$ cat src/rtl/ospfb_adc_subsys.sv
// Oversampled PFB ADC front end: decimating ramp ADC model, sample FIFO,
// framing engine with status/event pulses, and a one-shot capture memory.
module ospfb_adc_subsys #(
  parameter int unsigned ADC_BITS          = 8,
  parameter int unsigned WIDTH             = 16,
  parameter int unsigned FFT_LEN           = 64,
  parameter int unsigned DEC_FAC           = 48,
  parameter int unsigned FRAMES            = 32,
  parameter int unsigned SAMP              = FRAMES * FFT_LEN,
  parameter int unsigned FIFO_DEPTH        = 32,
  parameter int unsigned PROG_EMPTY_THRESH = 16,
  parameter int unsigned PROG_FULL_THRESH  = 16
) (
  input  logic                              clk,
  input  logic                              rst_n,
  input  logic                              en,
  output logic [2*WIDTH-1:0]                m_axis_fir_tdata,
  output logic                              m_axis_fir_tvalid,
  output logic                              m_axis_fir_tlast,
  output logic [7:0]                        m_axis_fft_status_tdata,
  output logic                              m_axis_fft_status_tvalid,
  output logic                              event_frame_started,
  output logic                              event_tlast_unexpected,
  output logic                              event_tlast_missing,
  output logic                              event_fft_overflow,
  output logic                              event_data_in_channel_halt,
  output logic                              almost_empty,
  output logic                              almost_full,
  output logic                              prog_empty,
  output logic                              prog_full,
  output logic [$clog2(FIFO_DEPTH):0]       rd_count,
  output logic [$clog2(FIFO_DEPTH):0]       wr_count,
  output logic                              vip_full
);

  localparam int unsigned ACC_W  = $clog2(FFT_LEN + DEC_FAC) + 1;
  localparam int unsigned CNT_W  = $clog2(FIFO_DEPTH) + 1;
  localparam int unsigned PTR_W  = $clog2(FIFO_DEPTH);
  localparam int unsigned BEAT_W = $clog2(FFT_LEN);
  localparam int unsigned ADDR_W = $clog2(SAMP);
  localparam int unsigned DATA_W = 2 * WIDTH;
  localparam int unsigned EXT_W  = WIDTH - ADC_BITS;

  typedef enum logic {ST_INIT, ST_RUN} state_e;

  logic [DATA_W-1:0] fifo_mem [FIFO_DEPTH];
  logic [DATA_W-1:0] ram      [SAMP];

  state_e              state_q, state_d;
  logic [ACC_W-1:0]    acc_q, acc_d, acc_sum;
  logic [ADC_BITS-1:0] ramp_q, ramp_d, ramp_inv;
  logic [PTR_W-1:0]    wr_ptr_q, wr_ptr_d, rd_ptr_q, rd_ptr_d;
  logic [CNT_W-1:0]    count_q, count_d;
  logic [BEAT_W-1:0]   beat_q, beat_d;
  logic [7:0]          frame_q, frame_d;
  logic [ADDR_W-1:0]   addr_q, addr_d;
  logic                vip_full_q, vip_full_d;
  logic [DATA_W-1:0]   tdata_q, tdata_d, samp_word;
  logic                tvalid_q, tvalid_d, tlast_q, tlast_d;
  logic [7:0]          status_tdata_q, status_tdata_d;
  logic                status_tvalid_q, status_tvalid_d;
  logic                frame_started_q, frame_started_d;
  logic                overflow_q, overflow_d, halt_q, halt_d;
  logic                almost_empty_q, almost_empty_d, almost_full_q, almost_full_d;
  logic                prog_empty_q, prog_empty_d, prog_full_q, prog_full_d;
  logic                samp_vld, wr_en, rd_en, capture_en, fifo_full, fifo_empty;

  always_comb begin
    state_d         = state_q;
    acc_d           = acc_q;
    ramp_d          = ramp_q;
    wr_ptr_d        = wr_ptr_q;
    rd_ptr_d        = rd_ptr_q;
    count_d         = count_q;
    beat_d          = beat_q;
    frame_d         = frame_q;
    addr_d          = addr_q;
    vip_full_d      = vip_full_q;
    tdata_d         = tdata_q;
    tvalid_d        = 1'b0;
    tlast_d         = 1'b0;
    status_tdata_d  = status_tdata_q;
    status_tvalid_d = 1'b0;
    frame_started_d = 1'b0;
    overflow_d      = 1'b0;
    halt_d          = 1'b0;
    samp_vld        = 1'b0;
    rd_en           = 1'b0;

    // ADC phase accumulator: one sample per FFT_LEN/DEC_FAC clocks on average
    acc_sum = acc_q + ACC_W'(DEC_FAC);
    if (en) begin
      if (acc_sum >= ACC_W'(FFT_LEN)) begin
        acc_d    = acc_sum - ACC_W'(FFT_LEN);
        samp_vld = 1'b1;
        ramp_d   = ramp_q + ADC_BITS'(1);
      end else begin
        acc_d = acc_sum;
      end
    end
    ramp_inv  = ~ramp_q;
    samp_word = {{EXT_W{ramp_inv[ADC_BITS-1]}}, ramp_inv,
                 {EXT_W{ramp_q[ADC_BITS-1]}}, ramp_q};

    fifo_full  = (count_q == CNT_W'(FIFO_DEPTH));
    fifo_empty = (count_q == '0);
    wr_en      = samp_vld && !fifo_full;
    overflow_d = samp_vld && fifo_full;

    case (state_q)
      ST_INIT: if (count_q >= CNT_W'(PROG_FULL_THRESH)) state_d = ST_RUN;
      ST_RUN: begin
        if (fifo_empty) halt_d = 1'b1;
        else            rd_en  = 1'b1;
      end
      default: state_d = ST_INIT;
    endcase

    // Framing: beat counter drives tlast, frame_started and frame status
    if (rd_en) begin
      tdata_d         = fifo_mem[rd_ptr_q];
      tvalid_d        = 1'b1;
      frame_started_d = (beat_q == '0);
      if (beat_q == BEAT_W'(FFT_LEN - 1)) begin
        tlast_d         = 1'b1;
        beat_d          = '0;
        frame_d         = frame_q + 8'd1;
        status_tdata_d  = frame_q + 8'd1;
        status_tvalid_d = 1'b1;
      end else begin
        beat_d = beat_q + BEAT_W'(1);
      end
    end

    if (wr_en) wr_ptr_d = wr_ptr_q + PTR_W'(1);
    if (rd_en) rd_ptr_d = rd_ptr_q + PTR_W'(1);
    case ({wr_en, rd_en})
      2'b10:   count_d = count_q + CNT_W'(1);
      2'b01:   count_d = count_q - CNT_W'(1);
      default: count_d = count_q;
    endcase
    almost_empty_d = (count_d <= CNT_W'(1));
    almost_full_d  = (count_d >= CNT_W'(FIFO_DEPTH - 1));
    prog_empty_d   = (count_d <= CNT_W'(PROG_EMPTY_THRESH));
    prog_full_d    = (count_d >= CNT_W'(PROG_FULL_THRESH));

    capture_en = tvalid_q && !vip_full_q;
    if (capture_en) begin
      addr_d = addr_q + ADDR_W'(1);
      if (addr_q == ADDR_W'(SAMP - 1)) vip_full_d = 1'b1;
    end
  end

  always_ff @(posedge clk or negedge rst_n) begin
    if (!rst_n) begin
      state_q         <= ST_INIT;
      acc_q           <= '0;
      ramp_q          <= '0;
      wr_ptr_q        <= '0;
      rd_ptr_q        <= '0;
      count_q         <= '0;
      beat_q          <= '0;
      frame_q         <= '0;
      addr_q          <= '0;
      vip_full_q      <= 1'b0;
      tdata_q         <= '0;
      tvalid_q        <= 1'b0;
      tlast_q         <= 1'b0;
      status_tdata_q  <= '0;
      status_tvalid_q <= 1'b0;
      frame_started_q <= 1'b0;
      overflow_q      <= 1'b0;
      halt_q          <= 1'b0;
      almost_empty_q  <= 1'b1;
      almost_full_q   <= 1'b0;
      prog_empty_q    <= 1'b1;
      prog_full_q     <= 1'b0;
    end else begin
      state_q         <= state_d;
      acc_q           <= acc_d;
      ramp_q          <= ramp_d;
      wr_ptr_q        <= wr_ptr_d;
      rd_ptr_q        <= rd_ptr_d;
      count_q         <= count_d;
      beat_q          <= beat_d;
      frame_q         <= frame_d;
      addr_q          <= addr_d;
      vip_full_q      <= vip_full_d;
      tdata_q         <= tdata_d;
      tvalid_q        <= tvalid_d;
      tlast_q         <= tlast_d;
      status_tdata_q  <= status_tdata_d;
      status_tvalid_q <= status_tvalid_d;
      frame_started_q <= frame_started_d;
      overflow_q      <= overflow_d;
      halt_q          <= halt_d;
      almost_empty_q  <= almost_empty_d;
      almost_full_q   <= almost_full_d;
      prog_empty_q    <= prog_empty_d;
      prog_full_q     <= prog_full_d;
    end
  end

  // Storage arrays carry no reset; their contents are qualified by pointers/flags
  always_ff @(posedge clk) begin
    if (wr_en)      fifo_mem[wr_ptr_q] <= samp_word;
    if (capture_en) ram[addr_q]        <= tdata_q;
  end

  assign m_axis_fir_tdata           = tdata_q;
  assign m_axis_fir_tvalid          = tvalid_q;
  assign m_axis_fir_tlast           = tlast_q;
  assign m_axis_fft_status_tdata    = status_tdata_q;
  assign m_axis_fft_status_tvalid   = status_tvalid_q;
  assign event_frame_started        = frame_started_q;
  assign event_tlast_unexpected     = 1'b0;
  assign event_tlast_missing        = 1'b0;
  assign event_fft_overflow         = overflow_q;
  assign event_data_in_channel_halt = halt_q;
  assign almost_empty               = almost_empty_q;
  assign almost_full                = almost_full_q;
  assign prog_empty                 = prog_empty_q;
  assign prog_full                  = prog_full_q;
  assign rd_count                   = count_q;
  assign wr_count                   = count_q;
  assign vip_full                   = vip_full_q;

endmodule

$ cat config.mk
export PLATFORM = sky130hd
export DESIGN_NAME = ospfb_adc_subsys
export DESIGN_NICKNAME = d
export VERILOG_FILES = /design/src/rtl/ospfb_adc_subsys.sv
export SDC_FILE = /design/constraint.sdc
export NUM_CORES = 1
export LEC_CHECK = 0
export CAP_MARGIN = 20
export CORE_ASPECT_RATIO = 0.9
export CORE_MARGIN = 2
export CORE_UTILIZATION = 32
export DETAILED_ROUTE_END_ITERATION = 8
export SLEW_MARGIN = 30
export SYNTH_ARGS = -nofsm -noshare
export SYNTH_HDL_FRONTEND = slang
export SYNTH_SLANG_ARGS = --single-unit
$ cat constraint.sdc
create_clock -name clk -period 4.95 [get_ports clk]
set_clock_uncertainty 0.2 [all_clocks]
set_input_delay 1.485 -clock clk [delete_from_list [all_inputs] [get_ports clk]]
set_output_delay 1.485 -clock clk [all_outputs]
set_load 0.1 [all_outputs]
# After elaboration in Yosys (flattened, before gate mapping)
# Memories as Yosys holds them, arrays and structs flattened. A register that Yosys moved wholly into a read port is not among the register bits.
# Index checks and enable logic that the tools add are counted.
[word_totals]
regBits = 68
word_cells = 70
out_inout_bits = 65
mem_count = 1
input_bits = 3
mem_bits_rw = 1024
[mem_list]
columns = ["name", "depth", "width", "rd", "rd_clocked_by_memory_dff", "wr", "line", "source"]
rows = [
  ["fifo_mem", 32, 32, 1, 1, 1, "46", "logic [DATA_W-1:0] fifo_mem [FIFO_DEPTH];"],
]
[op_classes]
reduce_logical = 11
bitwise = 1
eq_ne = 5
muxes = 17
n_lt_le_gt_ge = 6
add_sub_neg = 10
[ops]
columns = ["op", "n"]
rows = [
  [">= comparator 6 x 5 -> 1 bit, second input constant", 3],
  ["adder 8 x 1 -> 8 bit, second input constant", 2],
  ["2-to-1 mux 1 bit", 14],
  ["adder 6 x 1 -> 6 bit, second input constant", 2],
  ["equality test 6 bit, second input constant", 2],
  ["zero test 6 bit", 2],
  ["one-hot mux 6 bit (2 select lines)", 1],
  ["adder 11 x 1 -> 11 bit, second input constant", 1],
  ["equality test 11 bit, second input constant", 1],
  ["adder 5 x 1 -> 5 bit, second input constant", 2],
  ["adder 8 x 6 -> 8 bit, second input constant", 1],
  [">= comparator 8 x 7 -> 1 bit, second input constant", 1],
  ["2-to-1 mux 8 bit", 1],
  ["NOT 8 bit", 1],
  ["subtractor 8 x 7 -> 8 bit, second input constant", 1],
  ["less-or-equal comparator 6 x 1 -> 1 bit, second input constant", 1],
  ["less-or-equal comparator 6 x 5 -> 1 bit, second input constant", 1],
  ["2-to-1 mux 6 bit", 1],
  ["AND reduction 2 bit", 3],
  ["subtractor 6 x 1 -> 6 bit, second input constant", 1],
  ["logical AND 1 bit", 3],
  ["zero test 1 bit", 3],
  ["equality test 2 x 1 -> 1 bit, second input constant", 1],
  ["equality test 2 bit, second input constant", 1],
]

# Depth between registers and ports, before layout
[logic_depth]
depth_word = 8
depth_mapped = 16
depth_no_buf = 15

# Worst setup path before layout
# OpenSTA, ideal clock, no wires.
[synth_timing]
path_kind = "register to register"
startpoint = "register count_q[1] (netlist: rd_count[1])"
endpoint = "register almost_full_q (netlist: almost_full)"
n_path_buf = 3
setup_ns = 0.120
slack_ns = 0.657
path_stages_with_launch = 17
arrival_time_ns = 3.973
required_ns = 4.630
synth_period_minus_slack_ns = 4.293
cell_sequence = "dfrtp_1 -> buf_2 -> or3_4 -> or4_4 -> nand2_4 -> inv_2 -> buf_2 -> ha_1 -> clkbuf_1 -> xor2_1 -> ha_1 -> nor3b_1 -> a311oi_1 -> o21ai_0 -> xor2_1 -> nor2_1 -> a41o_1"
[synth_between]
elab_chain_len = 6
elab_cells_between_ends = 12
cone_classes = "2 x add/sub; 1 x order compare; 3 x eq/ne; 3 x mux; 3 x reduce/logical"
[synth_rtl]
columns = ["item", "line", "source"]
rows = [
  ["start, declared", "53", "logic [CNT_W-1:0] count_q, count_d;"],
  ["start signal, assigned", "184", "count_q <= count_d;"],
  ["zero test 6 bit *", "106", "fifo_empty = (count_q == '0);"],
  ["2-to-1 mux 1 bit *", "113", "if (fifo_empty) halt_d = 1'b1;"],
  ["2-to-1 mux 1 bit *", "110", "case (state_q)"],
  ["net rd_en", "66", "logic samp_vld, wr_en, rd_en, capture_en, fifo_full, fifo_empty;"],
  ["equality test 2 x 1 -> 1 bit / equality test 2 bit (equally long branches)", "137", "case ({wr_en, rd_en})"],
  ["one-hot mux 6 bit (2 select lines) *", "137", ""],
  [">= comparator 6 x 5 -> 1 bit *", "143", "almost_full_d = (count_d >= CNT_W'(FIFO_DEPTH - 1));"],
  ["net almost_full_d", "64", "logic almost_empty_q, almost_empty_d, almost_full_q, almost_full_d;"],
  ["end signal, assigned", "198", "almost_full_q <= almost_full_d;"],
  ["end, declared", "64", ""],
]
# The timed path passes the listed nets; every way through them passes the cells marked *.
# A chain may end at the register's enable or synchronous reset.

# Worst setup path after layout
[layout_timing]
startpoint = "register count_q[2] (netlist: rd_count[2])"
endpoint = "register almost_full_q (netlist: almost_full)"
[layout_between]
elab_chain_len = 6
elab_cells_between_ends = 12
cone_classes = "2 x add/sub; 1 x order compare; 3 x eq/ne; 3 x mux; 3 x reduce/logical"
[layout_rtl]
columns = ["item", "line"]
rows = [
  ["zero test 6 bit / equality test 6 bit (equally long branches)", "106, 105"],
  ["2-to-1 mux 1 bit / zero test 1 bit (equally long branches)", "113, 107"],
  ["2-to-1 mux 1 bit / logical AND 1 bit (equally long branches)", "110, 107"],
  ["equality test 2 x 1 -> 1 bit / equality test 2 bit (equally long branches)", "137"],
  ["one-hot mux 6 bit (2 select lines) *", "137"],
  [">= comparator 6 x 5 -> 1 bit *", "143"],
  ["net almost_full_d", "64"],
]
# Marks and branches as above.

==> results.md <==
- Status: completed
- Max Freq: 0.234 GHz
- Die Y: roughly 260 um
- Congestion Overflow GR: 0
- Synth warn: 0
- Vias in the first global route: 11500
- Worst slew pin tran: ~1 ns
- Vias/cell: 4.96
- DIE AREA: 0.0745 mm^2
- Initial Util: 32.4%
- GRT Total Usage: 13.2%
- Pre-antenna DRT Iters: 5
- Final nets: approximately 1300
- Reg-to-reg startpoint: rd_count[2]
- Num rows: 93
- Layout cells sized above 1: a little under a quarter
- Asr flop ratio synth: 13.5%
- H-tree depth: 2
- Max rail drop VDD: 343 uV
- Num CTS Buffers: 57
- Crit path capture type: flip-flop
- Initial antenna violation count: 0
- Finish-stage setup viols: 0
- Dpl cells: 2167
- Yosys cell types: 55
- Critical path origin: rd_count[2]
- P_leak: between 0.008 and 0.009 uW
- Main synth FF type: edfxtp_1
- Ports: slightly below 70
- Number of gates resized after cts: 0
- P per Cell Area: 652 mW/mm^2
- Hold-fix buffers, CTS: 0
- Max clock buf depth: 3
- Syn Area/Cell: 19.6 um^2
- Largest net degree at the start of global routing: 75
- Root Buffer: clkbuf_16
- First DRT Iteration DRCs: about 1100
- CTS tree: built
- First-pass GRT wire length: 74000 um
- HP Start: addr_q[4]
- Final wirelength: around 48000 um
- Period utilisation layout: 86.5%
- Residual DRC count: 0
- Startpoint types: flip-flop
- Clock sink count: 592
- DP Wirelength: approximately 30000 um
- Clk slew on worst S/H paths: 0.06 ns
- DIE WIDTH: 288 um
- Max-slew violation count: 0
- Synth-to-layout area growth: 15.9%
- DRT antenna net count: 0
- #FFs+latches synth: 592
- Hold violation count in the final report: 0
- GP Congestion: roughly 0.76
- Number of flops mapped to enable cells by yosys: 512
- Final min period: 4.28 ns
- Crit path max fanout: 33
- WS Path Type: reg -> reg
- Core Region: 0.0716 mm^2
- Post-Syn Instances: ~1200
- WL/cell: about 21 um
- HP Class: reg -> reg
- RSZ-0062 raised after global routing: false
- WP data arrival: 4.57 ns
- Latest clock arrival within the worst-skew pair: 0.63 ns
- Via count: 11300
- Final non-filler cell total: 2276
- Post-Synthesis Cell Area: 0.0232 mm^2
- Fillers: 6471
- # Max-Cap Violations: 0
- Fin Setup TNS: 0 ns
- Slew headroom: between 30% and 40%
- Post-CTS Setup Repair Bufs: 0
- Register area share after synthesis: 75.1%
- # port buffers: 65
- Req. time, crit path: 5.24 ns
-- power by group --
group	total (uW)	switching (uW)	leakage, uW	internal [uW]
clock network	4330	1860	0.000936	2470
registers	7240	696	0.00554	6550
logic	5930	3900	0.00229	2030
-- cells in the final DEF (no fill, tap or decap), types with 3 or more instances in the layout --
cell type,n
edfxtp_1,512
mux4_2,129
dfrtp_1,71
clkdlybuf4s50_1,64
clkbuf_16,60
nor2_1,51
buf_4,50
o22ai_1,48
nand2_1,44
xnor2_1,29
o21ai_0,25
nand3_1,16
clkbuf_1,15
ha_1,14
inv_1,13
xor2_1,13
or4_1,12
clkbuf_8,12
a21oi_1,11
mux2i_1,10
and3_1,10
nand4_1,9
nand3b_1,8
inv_2,7
nor3_1,6
nor2b_1,6
clkinv_1,6
clkinv_2,6
dfrtp_2,5
or3_1,4
buf_12,4
nand2b_1,3
a41o_1,3
or3b_2,3
a22oi_1,3
-- metal layers --
layer	global-route usage, %	wire [um]	part of all wire (%)
met1	18.3	20900	43
met2	21.0	23300	48
met3	2.76	3290	6.8
met4	4.01	1020	2.1
met5	0	0	0
-- cell families (layout without fill, tap and decap cells) --
family	count (synthesis)	in the layout	share of synthesized area (%)
DFF	592	592	75.1
and+or+nand+nor	183	183	4.05
muxes	142	142	13.1
AOI/OAI and AO/OA	104	104	2.77
buffers and inverters	101	246	2.62
xor gates and xnor gates	42	42	1.59
adders and majority gates	14	14	0.757
other	1	3	0.0162
-- flip-flops by register name (all words and copies together), names as in the netlist, 4 cells and up --
| signal | count |
|---|---|
| acc_q | 4 |
| addr_q | 11 |
| beat_q | 6 |
| fifo_mem | 512 |
| m_axis_fft_status_tdata | 8 |
| m_axis_fir_tdata | 16 |
| ramp_q | 8 |
| rd_count | 6 |
| rd_ptr_q | 5 |
| wr_ptr_q | 5 |
-- worst paths after layout --
path	to	slack, ns	cells past startpoint
setup / recovery	almost_full	0.67	14
hold / removal	addr_q[4]	0.28	1
setup reg to reg	almost_full	0.67	14
hold reg to reg	addr_q[4]	0.28	1
max in group asynchronous	addr_q[8]	2.88	2
min in group asynchronous	ramp_q[5]	0.74	1
-- cells in the mapped netlist, drive strengths merged (3+ instances only) --
library cell / number / area share (%)
edfxtp: 512 / 66
nand3b: 8 / 0.26
o22ai: 48 / 1.3
nor2: 52 / 0.85
a22oi: 3 / 0.097
xnor2: 29 / 1.1
a41o: 3 / 0.13
nor3: 7 / 0.17
ha: 14 / 0.76
nand2: 45 / 0.76
nand3: 16 / 0.35
dfrtp: 78 / 8.4
mux2i: 10 / 0.43
nor2b: 6 / 0.16
xor2: 13 / 0.49
mux4: 129 / 13
clkbuf: 12 / 0.20
and3: 10 / 0.27
o21ai: 27 / 0.58
buf: 69 / 2.1
or4: 13 / 0.44
nand2b: 3 / 0.081
nand4: 9 / 0.24
inv: 20 / 0.32
mux2: 3 / 0.16
or3b: 3 / 0.11
a21oi: 11 / 0.24
or3: 5 / 0.16
-- metrics by stage --
stage / area (um^2) / power (uW) / worst slack, ns / utilization [%] / hold WS (ns)
final: 26800 / 17500 / 0.669 / 37.5 / 0.279
after global routing: 26800 / 18300 / 0.470 / 37.5 / 0.300
after CTS: 26800 / 17700 / 0.681 / 37.5 / 0.282
after detailed placement: 24900 / 13300 / 0.197 / 34.8 / 0.273
after global placement: 24900 / 13200 / 0.290 / 34.8 / 0.257
after floorplan: 23200 / 11700 / 0.657 / - / 0.239
-- critical path: stages, from the launching register on --
cell and delay [ns]:
dfrtp_1 0.51, or3_4 0.45, or4_4 0.45, nand2_4 0.33, inv_2 0.04, buf_4 0.22
ha_1 0.31, xor2_1 0.21, ha_1 0.23, nor3b_1 0.14, a311oi_1 0.26, o21ai_0 0.16
xor2_1 0.31, nor2_1 0.07, a41o_1 0.25
-- cell type report --
class | instances | area (um^2) | share of cell area [%]
Antenna cell | 1 | 2.50 | 0.00932
Inverter | 20 | 75.1 | 0.280
Timing Repair Buffer | 118 | 1100 | 4.08
Clock inverter | 20 | 183 | 0.681
Clock buffer | 88 | 1730 | 6.45
Sequential cell | 592 | 17400 | 64.8
Tap cell | 950 | 1190 | 4.43
Multi-Input combinational cell | 487 | 5170 | 19.3
No activity file was read; power rests on OpenSTA's default activity.
